==> src/rtl/bin_mult_add_shift_pkg.sv <==
// Shared constants and the controller state type for the add-and-shift
// multiplier. Optional self-check macro: BIN_MULT_CHECK_EN.
package bin_mult_add_shift_pkg;

  localparam int dp_width = 5;
  localparam int bc_size  = $clog2(dp_width + 1);
  localparam int st_width = 1;

  typedef enum logic [st_width-1:0] {
    S_idle    = 1'b0,
    S_running = 1'b1
  } state_t;

endpackage

==> src/rtl/bin_mult_add_shift_if.sv <==
// Start/ready handshake plus operand and product bus of the multiplier.
interface bin_mult_add_shift_if;
  import bin_mult_add_shift_pkg::*;

  logic                    start;
  logic [dp_width-1:0]     multiplicand;
  logic [dp_width-1:0]     multiplier;
  logic                    rdy;
  logic [2*dp_width-1:0]   product;

  modport master (
    output start, multiplicand, multiplier,
    input  rdy, product
  );

  modport slave (
    input  start, multiplicand, multiplier,
    output rdy, product
  );

endinterface

==> src/rtl/bin_mult_add_shift_ctrl.sv <==
// Two-state controller: idle waits for start, running retires one
// multiplier bit per cycle until the bit counter reaches its last bit.
module bin_mult_add_shift_ctrl
  import bin_mult_add_shift_pkg::*;
(
  input  logic               clk,
  input  logic               rst_b,
  input  logic               start_i,
  input  logic               q0_i,
  input  logic [bc_size-1:0] p_i,
  output logic               rdy_o,
  output logic               load_regs_o,
  output logic               decr_p_o,
  output logic               add_shift_regs_o,
  output logic               shift_regs_o,
  output logic               zero_o
);

  state_t state_q, state_d;

  // State register; rst_b is active-high despite its name.
  always_ff @(posedge clk) begin
    if (rst_b) state_q <= S_idle;
    else       state_q <= state_d;
  end

  // Next-state logic and control decode.
  always_comb begin
    state_d          = state_q;
    load_regs_o      = 1'b0;
    decr_p_o         = 1'b0;
    add_shift_regs_o = 1'b0;
    shift_regs_o     = 1'b0;
    case (state_q)
      S_idle: begin
        if (start_i) begin
          load_regs_o = 1'b1;
          state_d     = S_running;
        end
      end
      S_running: begin
        decr_p_o         = 1'b1;
        add_shift_regs_o = q0_i;
        shift_regs_o     = ~q0_i;
        if (p_i == bc_size'(1)) state_d = S_idle;
      end
      default: state_d = S_idle;
    endcase
  end

  assign rdy_o  = (state_q == S_idle);
  assign zero_o = (p_i == '0);

endmodule

==> src/rtl/bin_mult_add_shift.sv <==
// Sequential unsigned add-and-shift multiplier. Registers B (multiplicand),
// A/Q (product high/low, Q initially holds the multiplier), C (carry) and
// bit counter P. Defining BIN_MULT_CHECK_EN adds simulation self-checks.
module bin_mult_add_shift
  import bin_mult_add_shift_pkg::*;
(
  input  logic                  clk,
  input  logic                  rst_b,
  bin_mult_add_shift_if.slave   bus
);

  logic [dp_width-1:0] b_q, b_d;
  logic [dp_width-1:0] a_q, a_d;
  logic [dp_width-1:0] q_q, q_d;
  logic                c_q, c_d;
  logic [bc_size-1:0]  p_q, p_d;
  logic [dp_width:0]   ca_sum;

  logic rdy, load_regs, decr_p, add_shift_regs, shift_regs, zero;

  bin_mult_add_shift_ctrl u_ctrl (
    .clk              (clk),
    .rst_b            (rst_b),
    .start_i          (bus.start),
    .q0_i             (q_q[0]),
    .p_i              (p_q),
    .rdy_o            (rdy),
    .load_regs_o      (load_regs),
    .decr_p_o         (decr_p),
    .add_shift_regs_o (add_shift_regs),
    .shift_regs_o     (shift_regs),
    .zero_o           (zero)
  );

  // Datapath next state: load operands, or add-then-shift / shift in one step.
  always_comb begin
    b_d = b_q;
    a_d = a_q;
    q_d = q_q;
    c_d = c_q;
    p_d = p_q;
    // {C,A} before the shift: the widened sum when Q[0] is set, else unchanged.
    ca_sum = add_shift_regs ? ({1'b0, a_q} + {1'b0, b_q}) : {c_q, a_q};
    if (load_regs) begin
      b_d = bus.multiplicand;
      q_d = bus.multiplier;
      a_d = '0;
      c_d = 1'b0;
      p_d = bc_size'(dp_width);
    end else begin
      if (add_shift_regs || shift_regs) begin
        c_d = 1'b0;
        a_d = ca_sum[dp_width:1];
        q_d = {ca_sum[0], q_q[dp_width-1:1]};
      end
      // The zero guard keeps P from wrapping even if decode misbehaves.
      if (decr_p && !zero) p_d = p_q - bc_size'(1);
    end
  end

  // Datapath registers; reset clears everything so product reads 0.
  always_ff @(posedge clk) begin
    if (rst_b) begin
      b_q <= '0;
      a_q <= '0;
      q_q <= '0;
      c_q <= 1'b0;
      p_q <= '0;
    end else begin
      b_q <= b_d;
      a_q <= a_d;
      q_q <= q_d;
      c_q <= c_d;
      p_q <= p_d;
    end
  end

  assign bus.rdy     = rdy;
  assign bus.product = {a_q, q_q};

`ifdef BIN_MULT_CHECK_EN
  logic [dp_width-1:0] chk_mc_q, chk_mp_q;
  logic                chk_pend_q;

  // Operand shadow copies and end-of-run product / counter checks.
  always_ff @(posedge clk) begin
    if (rst_b) begin
      chk_pend_q <= 1'b0;
      chk_mc_q   <= '0;
      chk_mp_q   <= '0;
    end else begin
      if (load_regs) begin
        chk_mc_q <= bus.multiplicand;
        chk_mp_q <= bus.multiplier;
      end
      chk_pend_q <= decr_p && (p_q == bc_size'(1));
      if (chk_pend_q) begin
        assert ({a_q, q_q} == ((2*dp_width)'(chk_mc_q) * (2*dp_width)'(chk_mp_q)))
          else $error("product %0d != %0d * %0d", {a_q, q_q}, chk_mc_q, chk_mp_q);
      end
      assert (!(decr_p && zero))
        else $error("bit counter decremented from zero");
    end
  end
`endif

endmodule

==> src/flat_wrapper.sv <==
// flat-port wrapper written by rule: the top's interface ports become plain ports
module bin_mult_add_shift_flat import bin_mult_add_shift_pkg::*;
  (clk, rst_b, bus_start, bus_multiplicand, bus_multiplier, bus_rdy, bus_product);
  bin_mult_add_shift_if bus_i ();
  input  logic clk;
  input  logic rst_b;
  input wire logic [$bits(bus_i.start)-1:0] bus_start;
  input wire logic [$bits(bus_i.multiplicand)-1:0] bus_multiplicand;
  input wire logic [$bits(bus_i.multiplier)-1:0] bus_multiplier;
  output wire logic [$bits(bus_i.rdy)-1:0] bus_rdy;
  output wire logic [$bits(bus_i.product)-1:0] bus_product;
  assign bus_i.start = bus_start;
  assign bus_i.multiplicand = bus_multiplicand;
  assign bus_i.multiplier = bus_multiplier;
  assign bus_rdy = bus_i.rdy;
  assign bus_product = bus_i.product;
  bin_mult_add_shift u_core (.clk(clk), .rst_b(rst_b), .bus(bus_i));
endmodule
==> config.mk <==
export PLATFORM = sky130hd
export DESIGN_NAME = bin_mult_add_shift_flat
export DESIGN_NICKNAME = d
export VERILOG_FILES = /design/src/rtl/bin_mult_add_shift_pkg.sv /design/src/rtl/bin_mult_add_shift_if.sv /design/src/rtl/bin_mult_add_shift_ctrl.sv /design/src/rtl/bin_mult_add_shift.sv /design/src/flat_wrapper.sv
export SDC_FILE = /design/constraint.sdc
export NUM_CORES = 1
export LEC_CHECK = 0
export BUFFER_PORTS_ARGS = -buffer_cell sky130_fd_sc_hd__buf_4
export CORE_ASPECT_RATIO = 1.25
export CORE_MARGIN = 1.5
export CORE_UTILIZATION = 52
export CTS_CLUSTER_SIZE = 20
export DETAILED_ROUTE_END_ITERATION = 6
export PLACE_DENSITY = 0.77
export SLEW_MARGIN = 20
export SYNTH_ARGS = -nofsm -noshare
export SYNTH_HDL_FRONTEND = slang
export SYNTH_SLANG_ARGS = --single-unit
==> constraint.sdc <==
create_clock -name clk -period 2.2 [get_ports clk]
set_clock_uncertainty 0.2 [all_clocks]
set_input_delay 0.22 -clock clk [delete_from_list [all_inputs] [get_ports clk]]
set_output_delay 0.22 -clock clk [all_outputs]
set_load 0.05 [all_outputs]
### Word level (Yosys, flattened, before mapping)

Index checks and enable logic that the tools add are counted.

* add/sub/neg operators: 2
* multiply operators: 0
* div/mod/pow operators: 0
* order comparisons: 0
* eq/ne operators: 1
* shift operators: 0
* multiplexer cells: 12
* bitwise logic cells: 2
* reduce and logical (&&, ||, !) cells: 7

Operators with widths (count)
* 5-bit 2-to-1 mux: 2
* 5-bit by 5-bit adder with 6-bit output: 1
* 1-bit 2-to-1 mux: 6
* 3-bit 2-to-1 mux: 2
* 6-bit 2-to-1 mux: 1
* 2-bit nonzero test: 2
* 3-bit by 1-bit == test with 1-bit output (second input constant): 1
* 3-bit zero test: 1
* 3-bit by 1-bit subtractor with 3-bit output (second input constant): 1
* 1-bit NOT: 2
* 1-bit case mux with 2 select lines: 1
* 2-bit OR reduction: 1
* 1-bit logical AND: 1
* 1-bit zero test: 1
* 1-bit logical OR: 1

* flip-flop bits (word level): 19
* bits in latches: 0
* RAM bits: 0
* ROM bits: 0
* bits of input ports: 13
* output and inout port bits: 11
* logic and storage cells: 30
* memories kept: 0

### Depth between registers and ports, before layout

Gate-level depths: netlist of run 1.

* word-level depth: 5
* gate-level depth with buffers: 7

### Modules after synthesis

Synthesis of run 1 repeated with hierarchy kept, for this count alone.

* cells, all modules: 119
* area total of the unflattened synthesis: 1076.0 um^2

By module, submodules not included
* bin_mult_add_shift: instances 1, cells an instance 110, area an instance 1011.0 um^2
* bin_mult_add_shift_ctrl: instances 1, cells an instance 9, area an instance 65.1 um^2

### Least setup slack after synthesis of run 1

OpenSTA, ideal clock, no wires.

* path type: register to register
* start: register u_core.a_q[0]
* end: register u_core.a_q[3]
* arrival: 2.063 ns
* data required time: 1.926 ns
* setup slack: -0.137 ns
* stages on the path, launching flop included: 8
* buffers on the path: 0
* cell sequence: dfxtp_1 > ha_1 > inv_1 > fa_1 > nand2b_1 > a21oi_1 > mux2_2 > a31oi_1

* cells in the longest elaborated chain, start to end: 2

RTL lines
* start, declared: RTL line bin_mult_add_shift.sv:13 `logic [dp_width-1:0] a_q, a_d;`
* start signal, assigned: RTL line bin_mult_add_shift.sv:65 `a_q <= '0;`
* start signal, assigned: RTL line bin_mult_add_shift.sv:71 `a_q <= a_d;`
* 5-bit by 5-bit adder with 6-bit output: RTL line bin_mult_add_shift.sv:43 `ca_sum = add_shift_regs ? ({1'b0, a_q} + {1'b0, b_q}) : {c_q, a_q};`
* 6-bit 2-to-1 mux: RTL line bin_mult_add_shift.sv:43

Every way passes these cells.
A chain may end at the register's enable or synchronous reset.

### Worst setup path in the final report of run 1

Same ends and word-level chain as after synthesis.

==> results of run 1 <==
where the power goes:
group          switching (uW)  leakage [uW]  total, uW  internal, uW
registers                22.6      0.000157        388           365
clock network             112     0.0000177        180          67.8
logic                     116      0.000406        201          85.6
total                     250      0.000580        769           519
layout make-up:
type	instances	area [um2]	area share, %
Sequential cell	19	382.9	28.10
Timing Repair Buffer	35	287.8	21.12
Inverter	7	26.28	1.928
Tap cell	20	25.02	1.837
Multi-Input combinational cell	90	613.1	45.00
Clock buffer	3	22.52	1.653
Clock inverter	1	5.005	0.3673
stage by stage:
stage          power (uW)  setup slack (ns)  area, um2
2_1_floorplan       530.9           0.05731       1080
4_1_cts             768.4            0.1215       1363
5_1_grt             804.9          0.007599       1363
6_report            769.4            0.1207       1363
3_3_place_gp        572.1            0.2219       1235
3_5_place_dp        578.3            0.1660       1235
cells by family (layout without fill, tap and decap cells):
family	count (synthesis)	count (layout)	share of synthesized area, %
AOI/OAI and AO/OA	29	29	17.54
xor gates and xnor gates	1	1	0.8132
adders and majority gates	9	9	11.15
buffers and inverters	14	46	7.780
DFF	19	19	35.31
muxes	8	8	7.550
and+or+nand+nor	43	43	19.86
worst max-delay path by stage:
stage	start	end	cells after the start
2_1_floorplan	u_core.a_q[0]$_SDFFE_PP0P_	u_core.a_q[3]$_SDFFE_PP0P_	7
3_3_place_gp	u_core.a_q[0]$_SDFFE_PP0P_	u_core.a_q[3]$_SDFFE_PP0P_	7
3_5_place_dp	u_core.a_q[0]$_SDFFE_PP0P_	u_core.a_q[3]$_SDFFE_PP0P_	7
4_1_cts	u_core.a_q[0]$_SDFFE_PP0P_	u_core.a_q[3]$_SDFFE_PP0P_	7
5_1_grt	u_core.a_q[0]$_SDFFE_PP0P_	u_core.a_q[3]$_SDFFE_PP0P_	7
6_report	u_core.a_q[0]$_SDFFE_PP0P_	u_core.a_q[3]$_SDFFE_PP0P_	7
cells in the final DEF (no fill, tap or decap), types with 2 or more instances in the layout:
| master | Yosys | layout |
|---|---|---|
| a211oi_1 | 3 | 3 |
| nand3_1 | 2 | 2 |
| nand2_1 | 14 | 14 |
| clkbuf_4 | 0 | 3 |
| dfxtp_2 | 0 | 2 |
| a21oi_1 | 16 | 16 |
| a31oi_1 | 3 | 3 |
| dfxtp_1 | 19 | 17 |
| buf_4 | 2 | 25 |
| inv_1 | 6 | 6 |
| a211oi_2 | 3 | 3 |
| nor2_1 | 16 | 16 |
| ha_1 | 8 | 8 |
| nand3b_1 | 4 | 4 |
| mux2i_1 | 7 | 7 |
| dlygate4sd3_1 | 0 | 10 |
registers in the layout, summed over array words and instances (netlist names):
| signal | count |
|---|---|
| u_core.q_q | 5 |
| u_core.u_ctrl.state_q | 1 |
| u_core.a_q | 5 |
| u_core.b_q | 5 |
| u_core.p_q | 3 |
critical path, cell delays in order (launching register included):
cell      delay [ns]
dfxtp_2         0.37
ha_1            0.17
inv_1           0.06
fa_1            0.40
nand2b_1        0.16
a21oi_1         0.15
mux2_2          0.35
a31oi_1         0.15
layer usage:
| layer | up-vias | wire length, um |
|---|---|---|
| li1 | 484 | - |
| met1 | 453 | 1012 |
| met2 | 32 | 1207 |
| met3 | 4 | 133 |
| met4 | 0 | 31 |
| met5 | - | 0 |
==> impl_metrics.py, run 1 <==
metrics = {
    "synthesis": {
        "synth_top_area_share_pct": 35.31,
        "synth_top_flop_cell": "dfxtp_1",
        "synthCells": 123,
        "async_flop_share_pct": 0,
        "avgSynthCellArea_um2": 8.758,
        "synth_top_cell_by_area": "dfxtp_1",
        "yosysWarnings": 0,
        "ys_ff_latch": 19,
        "syn-cell-area_um2": 1077,
        "ys_seq_area_share_pct": 35.31,
        "yosys-top-cells-area": "dfxtp_1 (35%), ha_1 (9.3%), a21oi_1 (7.4%)",
        "synth_cell_type_count": 31,
        "synth_nets": 145,
        "synth_edf_count": 0,
        "synth_commonest_cells": "dfxtp_1 (19), a21oi_1 (16), nor2_1 (16), nand2_1 (14), ha_1 (8)",
        "yosysMostFrequentCell": "dfxtp_1",
    },
    "placement": {
        "dp.cells": 161,
        "dpl.hpwl_um": 1583,
        "finalWeightedCongestion": 0.8466,
        "port_buffers": 23,
    },
    "die": {
        "coreArea_um2": 1959,
        "io_pins": 24,
        "die_h_um": 53.89,
        "start_util_pct": 54.98,
        "die_w_um": 43.71,
        "die_area_um2": 2356,
        "num_rows": 18,
    },
    "power_and_ir_drop": {
        "vdd_drop_max_mv": 0.4381,
        "p_per_area_nw_per_um2": 564.7,
        "p_leak_uw": 0.0005804,
    },
    "clocking": {
        "hold_buffers": 10,
        "cts_buffers": 3,
        "cts_resized": 0,
        "clk_path_buf_depth": 2,
        "cts_sinks": 19,
        "cts_setup_buffers": 0,
        "cts_tree": "built",
        "clk_pin_slew_ns": 0.11,
        "clk-insertion-delay-late_ns": 0.30,
        "htree_levels": 1,
        "cts-root-buf": "clkbuf_4",
    },
    "global_route": {
        "met2_usage_pct": 41.18,
        "globalRouteMet3Util_pct": 4.027,
        "grt_max_degree": 16,
        "first_global_vias": 985,
        "grt_first_pass_wirelength_um": 3926,
        "grt.busiest_layer": "met2",
        "grt_use_met1_pct": 23.97,
        "grt.total_usage_pct": 22.20,
        "antenna_found_initial": 0,
        "grt_overflow": 0,
    },
    "timing": {
        "finalCritPeriodShare_pct": 94.51,
        "holdWs_ns": 0.07050,
        "tns_ns": 0,
        "finalHoldViolCount": 0,
        "fmax_mhz": 480.9,
        "period_needed_ns": 2.079,
        "setup-violations-final": 0,
        "slew_headroom_pct": 71.22,
        "tightestPinTransition_ns": 0.4312,
        "maxSlewViolCount": 0,
        "rsz0062_at_grt": "false",
    },
    "worst_setup_path": {
        "worstPathArrival_ns": 2.11,
        "end_kind": "flop",
        "crit_type": "reg2reg",
        "crit_fanout": 4,
        "r2r_end": "u_core.a_q[3]$_SDFFE_PP0P_",
        "reg2regPathDepth": 7,
        "rrSetupSlack_ns": 0.12,
        "crit_path_start_kind": "flop",
        "timing.rr.start": "u_core.a_q[0]$_SDFFE_PP0P_",
        "cp_data_required_time_ns": 2.23,
    },
    "routing": {
        "wirelength_um": 2385,
        "vias": 973,
        "firstDrtPassIters": 4,
        "via_per_inst": 5.560,
        "drtAntennaViolNets": 0,
        "drc": 0,
        "wl_per_cell_um": 13.63,
        "drt_iter0_drc": 22,
    },
    "run_status": {
        "outcome": "completed",
    },
    "finish": {
        "num_antenna_cells": 0,
        "areaGrowthSynthToFinish_pct": 26.48,
        "fin_util_pct": 69.54,
        "drive_gt1_share_pct": 25.81,
        "fin_cells": 175,
        "fin_nets": 178,
        "fillers": 152,
    },
    "min_path": {
        "hold_class": "in2reg",
        "hp-start": "bus_multiplier[3]",
        "holdPathEnd": "u_core.q_q[3]$_SDFFE_PP0P_",
        "min_path_cells": 5,
    },
    "run": {
        "drv_cap": 0,
    },
}
No activity file was read; power rests on OpenSTA's default activity.
==> run 2: changes to the inputs <==
Settings changed: SYNTH_HIERARCHICAL from default to 1.
Clock period 2.2 ns to 2.1 ns, I/O delays scaled along.
==> impl_metrics.py, run 2 <==
metrics = {
    "finish": {
        "reg_top3": "u_core/a_q (5), u_core/b_q (5), u_core/q_q (5)",
        "fin_nets": 173,
        "areaGrowthSynthToFinish_pct": 29.42,
        "final_cell_mix": "buf_4 (23), dfxtp_1 (18), nor2_1 (16)",
        "mostFrequentLayoutCell": "buf_4",
        "drive_gt1_share_pct": 25.66,
        "num_antenna_cells": 0,
        "fin_cells": 172,
    },
    "power_and_ir_drop": {
        "p_per_area_nw_per_um2": 594.8,
        "vdd_drop_max_mv": 0.4714,
        "pwr-share-comb_pct": 28.4,
        "power_uw": 828.3,
        "switching_share_pct": 31.96,
        "switchingPower_uw": 264.7,
        "intPower_uw": 563.6,
        "clkPwrFrac_pct": 22.2,
        "p_leak_uw": 0.0005753,
        "p_seq_share_pct": 49.4,
    },
    "worst_setup_path": {
        "end_kind": "flop",
        "crit_fanout": 11,
        "worstPathArrival_ns": 1.85,
        "crit_slowest_cell": "dlygate4sd3_1",
        "r2r_end": "u_core/a_q[1]$_SDFFE_PP0P_",
        "crit_path_start_kind": "input port",
        "crit_type": "in2reg",
        "crit_chain": "dlygate4sd3_1 > buf_4 > and2b_2 > inv_1 > nor2_1 > a311oi_1",
        "cp_data_required_time_ns": 2.11,
        "critPathMaxStageDelay_ns": 0.54,
        "rrSetupSlack_ns": 0.26,
        "cp-endpoint": "u_core/q_q[2]$_SDFFE_PP0P_",
        "startpoint": "bus_start",
        "reg2regPathDepth": 5,
        "timing.rr.start": "u_core/a_q[0]$_SDFFE_PP0P_",
    },
    "timing": {
        "finalHoldViolCount": 0,
        "tightestPinTransition_ns": 0.3548,
        "maxSlewViolCount": 0,
        "period_needed_ns": 1.845,
        "fmax_mhz": 541.9,
        "rsz0062_at_grt": "false",
        "slew_headroom_pct": 76.34,
        "tns_ns": 0,
        "setup-violations-final": 0,
        "finalCritPeriodShare_pct": 87.87,
    },
    "clocking": {
        "cts_sinks": 19,
        "cts_buffers": 3,
        "clk_pin_slew_ns": 0.11,
        "htree_levels": 1,
        "cts_tree": "built",
        "cts-root-buf": "clkbuf_4",
        "clk-insertion-delay-late_ns": 0.29,
        "clk_path_buf_depth": 2,
        "cts_setup_buffers": 0,
        "cts_resized": 0,
    },
    "synthesis": {
        "synth_top_cell_by_area": "dfxtp_1",
        "yosysMostFrequentCell": "dfxtp_1",
        "yosys-top-cells-area": "dfxtp_1 (35%), ha_1 (7.0%), nor2_1 (5.6%)",
        "synthCells": 119,
        "synth_cell_type_count": 38,
        "ys_seq_area_share_pct": 35.35,
        "synth_commonest_cells": "dfxtp_1 (19), nor2_1 (16), inv_1 (7), nand2_1 (7)",
        "synth_edf_count": 0,
        "synth_nets": 139,
        "async_flop_share_pct": 0,
        "ys_ff_latch": 19,
        "syn-cell-area_um2": 1076,
        "synth_top_area_share_pct": 35.35,
        "avgSynthCellArea_um2": 9.042,
        "synth_top_flop_cell": "dfxtp_1",
        "yosysWarnings": 6,
    },
    "die": {
        "start_util_pct": 54.92,
        "num_rows": 18,
        "die_w_um": 43.69,
        "io_pins": 24,
        "coreArea_um2": 1959,
        "die_area_um2": 2353,
        "die_h_um": 53.86,
    },
    "global_route": {
        "grt_max_degree": 20,
        "grt.total_usage_pct": 21.67,
        "grt_first_pass_wirelength_um": 3774,
        "grt_overflow": 0,
        "first_global_vias": 894,
        "antenna_found_initial": 0,
    },
    "run_status": {
        "outcome": "completed",
    },
    "routing": {
        "drc": 0,
        "via_per_inst": 5.541,
        "firstDrtPassIters": 4,
        "wirelength_um": 2318,
        "vias": 953,
        "drtAntennaViolNets": 0,
        "drt_iter0_drc": 15,
        "wl_per_cell_um": 13.48,
    },
    "placement": {
        "dpl.hpwl_um": 1543,
        "finalWeightedCongestion": 0.8386,
        "port_buffers": 23,
        "dp.cells": 157,
    },
    "min_path": {
        "hold_class": "in2reg",
        "min_path_cells": 2,
    },
    "run": {
        "drv_cap": 0,
    },
}
[run 2: per-layer routing]
metal	part of all wire (%)	vias up	GRT usage, %
met5	0	-	0
met4	2.0	0	10.61
met3	2.9	4	2.349
met2	52	17	40.44
met1	43	443	24.07
li1	-	489	-
[run 2: cells by family after synthesis]
family          synth area share [%]
compound gates                 19.65
simple gates                   19.88
mux                            7.791
xor+xnor                       2.442
fa+ha+maj                      8.837
buf+inv                        6.046
flops                          35.35
[run 2: critical path: cells and delay by family]
| kind | cells | cell delay [ns] |
|---|---|---|
| AOI/OAI and AO/OA | 1 | 0.26 |
| and+or+nand+nor | 2 | 0.39 |
| buffers and inverters | 3 | 0.99 |
[run 2: what timing repair did]
item	4_1_cts	5_1_grt
endpoints found under the hold margin	11	0
hold buffers	11	0
endpoints found under the setup margin	0	0
[run 2: final cells by class]
type	instances	area [um2]
Clock buffer	4	26.28
Fill cell	162	566.8
Inverter	7	26.28
Multi-Input combinational cell	87	630.6
Sequential cell	19	381.6
Tap cell	20	25.02
Timing Repair Buffer	35	302.8
[run 2: power by group through the flow]
stage               combinational [uW]  sequential, uW  clock [uW]
finish                             235             410         184
CTS                                235             409         193
detailed placement                 217             418           0
global placement                   214             417           0
global route                       254             415         208
floorplan                          118             452           0
[run 2: worst min-delay path by stage]
stage                                       to           startpoint  slack [ns]
floorplan           u_core/q_q[1]$_SDFFE_PP0P_                rst_b        0.08
global placement    u_core/b_q[3]$_SDFFE_PP0P_  bus_multiplicand[3]        0.24
detailed placement  u_core/b_q[0]$_SDFFE_PP0P_  bus_multiplicand[0]        0.26
CTS                 u_core/q_q[1]$_SDFFE_PP0P_                rst_b        0.02
global route        u_core/q_q[3]$_SDFFE_PP0P_                rst_b        0.03
finish              u_core/q_q[1]$_SDFFE_PP0P_                rst_b        0.03
[run 2: stage by stage]
step / setup slack [ns] / area [um2] / util, % / hold WS [ns]
6_report: 0.2548 / 1393 / 71.07 / 0.02928
5_1_grt: 0.1054 / 1393 / 71.07 / 0.02934
4_1_cts: 0.2728 / 1393 / 71.07 / 0.02137
3_5_place_dp: 0.3087 / 1256 / 64.11 / 0.2588
3_3_place_gp: 0.3721 / 1256 / 64.11 / 0.2449
2_1_floorplan: 0.06171 / 1077 / - / 0.08214
==> run 3: changes to the inputs <==
Settings changed: CORE_ASPECT_RATIO 1.25 to default.
==> impl_metrics.py, run 3 (synthesis gave the netlist of run 2 again) <==
metrics = {
    "placement": {
        "dpl_worst_slack_ns": 0.2618,
        "dpl.hpwl_um": 1544,
        "finalWeightedCongestion": 0.8078,
        "port_buffers": 23,
    },
    "power_and_ir_drop": {
        "power_uw": 826.4,
        "p_leak_uw": 0.0005744,
        "vdd_drop_max_mv": 0.4178,
        "p_per_area_nw_per_um2": 594.5,
    },
    "timing": {
        "tightestPinTransition_ns": 0.3690,
        "setup-violations-final": 0,
        "setup_ws_ns": 0.2461,
        "maxSlewViolCount": 0,
        "period_needed_ns": 1.854,
        "finalCritPeriodShare_pct": 88.28,
        "rsz0062_at_grt": "false",
        "slew_headroom_pct": 75.40,
        "finalHoldViolCount": 0,
        "tns_ns": 0,
        "fmax_mhz": 539.4,
    },
    "clocking": {
        "cts_resized": 0,
        "cts_sinks": 19,
        "cts_setup_buffers": 0,
        "htree_levels": 1,
        "cts-root-buf": "clkbuf_4",
        "clk-insertion-delay-late_ns": 0.30,
        "clk_pin_slew_ns": 0.11,
        "clk_path_buf_depth": 2,
        "cts_tree": "built",
        "cts_buffers": 3,
    },
    "global_route": {
        "antenna_found_initial": 0,
        "grt_overflow": 0,
        "grt.total_usage_pct": 21.19,
        "first_global_vias": 875,
        "grt_max_degree": 20,
        "grt_first_pass_wirelength_um": 3884,
    },
    "worst_setup_path": {
        "crit_fanout": 4,
        "cp_data_required_time_ns": 2.10,
        "crit_type": "reg2reg",
        "crit_path_start_kind": "flop",
        "worstPathArrival_ns": 1.85,
        "crit_slowest_cell": "fa_1",
        "crit_chain": "ha_1 > inv_1 > fa_1 > xor2_1 > a2111oi_2",
        "end_kind": "flop",
        "critPathMaxStageDelay_ns": 0.39,
    },
    "die": {
        "start_util_pct": 54.85,
        "num_rows": 16,
        "io_pins": 24,
        "die_h_um": 48.49,
        "die_w_um": 48.49,
        "coreArea_um2": 1962,
        "die_area_um2": 2351,
    },
    "finish": {
        "fin_util_pct": 70.85,
        "reg_top3": "u_core/a_q (5), u_core/b_q (5), u_core/q_q (5)",
        "drive_gt1_share_pct": 26.32,
        "num_antenna_cells": 0,
        "fin_nets": 173,
        "areaGrowthSynthToFinish_pct": 29.19,
        "mostFrequentLayoutCell": "buf_4",
        "fillers": 172,
        "final_cell_mix": "buf_4 (24), dfxtp_1 (18), nor2_1 (16)",
    },
    "routing": {
        "via_per_inst": 5.285,
        "wl_per_cell_um": 13.11,
        "drtAntennaViolNets": 0,
        "drt_iter0_drc": 13,
        "vias": 946,
        "firstDrtPassIters": 4,
        "wirelength_um": 2347,
        "drc": 0,
    },
    "min_path": {
        "hold_class": "in2reg",
    },
    "run": {
        "drv_cap": 0,
    },
    "run_status": {
        "outcome": "completed",
    },
}
## run 3: critical path: cells and delay by family (launching register included)
family	cells	cell delay, ns
AOI/OAI and AO/OA	1	0.38
xor gates and xnor gates	1	0.19
adders and majority gates	2	0.56
buffers and inverters	1	0.05
DFF	1	0.36
## run 3: repair_timing
item                                    CTS  global route
endpoints found under the setup margin    0             0
hold buffers                             11             0
endpoints found under the hold margin    11             0
## run 3: routing by layer
metal | vias to the layer above | share of wire [%] | track usage [%]
met4 | 0 | 1.4 | 8.571
li1 | 488 | - | -
met2 | 27 | 48 | 37.04
met1 | 427 | 47 | 26.23
met3 | 4 | 4.0 | 3.086
met5 | - | 0 | 0
## run 3: path summary, 6_finish.rpt
path | startpoint | to | slack, ns | cells after the start
max | u_core/a_q[0]$_SDFFE_PP0P_ | u_core/a_q[1]$_SDFFE_PP0P_ | 0.25 | 5
min | rst_b | u_core/p_q[0]$_SDFFE_PP0P_ | 0.01 | 2
max reg2reg | u_core/a_q[0]$_SDFFE_PP0P_ | u_core/a_q[1]$_SDFFE_PP0P_ | 0.25 | 5
min reg2reg | u_core/q_q[3]$_SDFFE_PP0P_ | u_core/q_q[3]$_SDFFE_PP0P_ | 0.31 | 2
## run 3: power by group
part           switching, uW  total, uW  leakage [uW]  internal, uW
clock                    117        188     0.0000177          71.0
combinational            131        229      0.000400          98.6
sequential              22.8        410      0.000157           387
## run 3: final cells by class
type	instances	area, um2	area share [%]
repair buffers	35	290.3	20.88
flip-flops and latches	19	381.6	27.45
clock inverters	1	5.005	0.3600
clock buffers	3	22.52	1.620
multi-input cells	87	630.6	45.36
well taps	27	33.78	2.430
inverters	7	26.28	1.890
## run 3: through the flow
| step | instances | hold slack (ns) | instance area (um2) |
|---|---|---|---|
| finish | 179 | 0.01415 | 1390 |
| global placement | 164 | 0.2455 | 1252 |
| CTS | 179 | 0.006181 | 1390 |
| global route | 179 | 0.02614 | 1390 |
| floorplan | 119 | 0.08214 | 1077 |
| detailed placement | 164 | 0.2515 | 1252 |
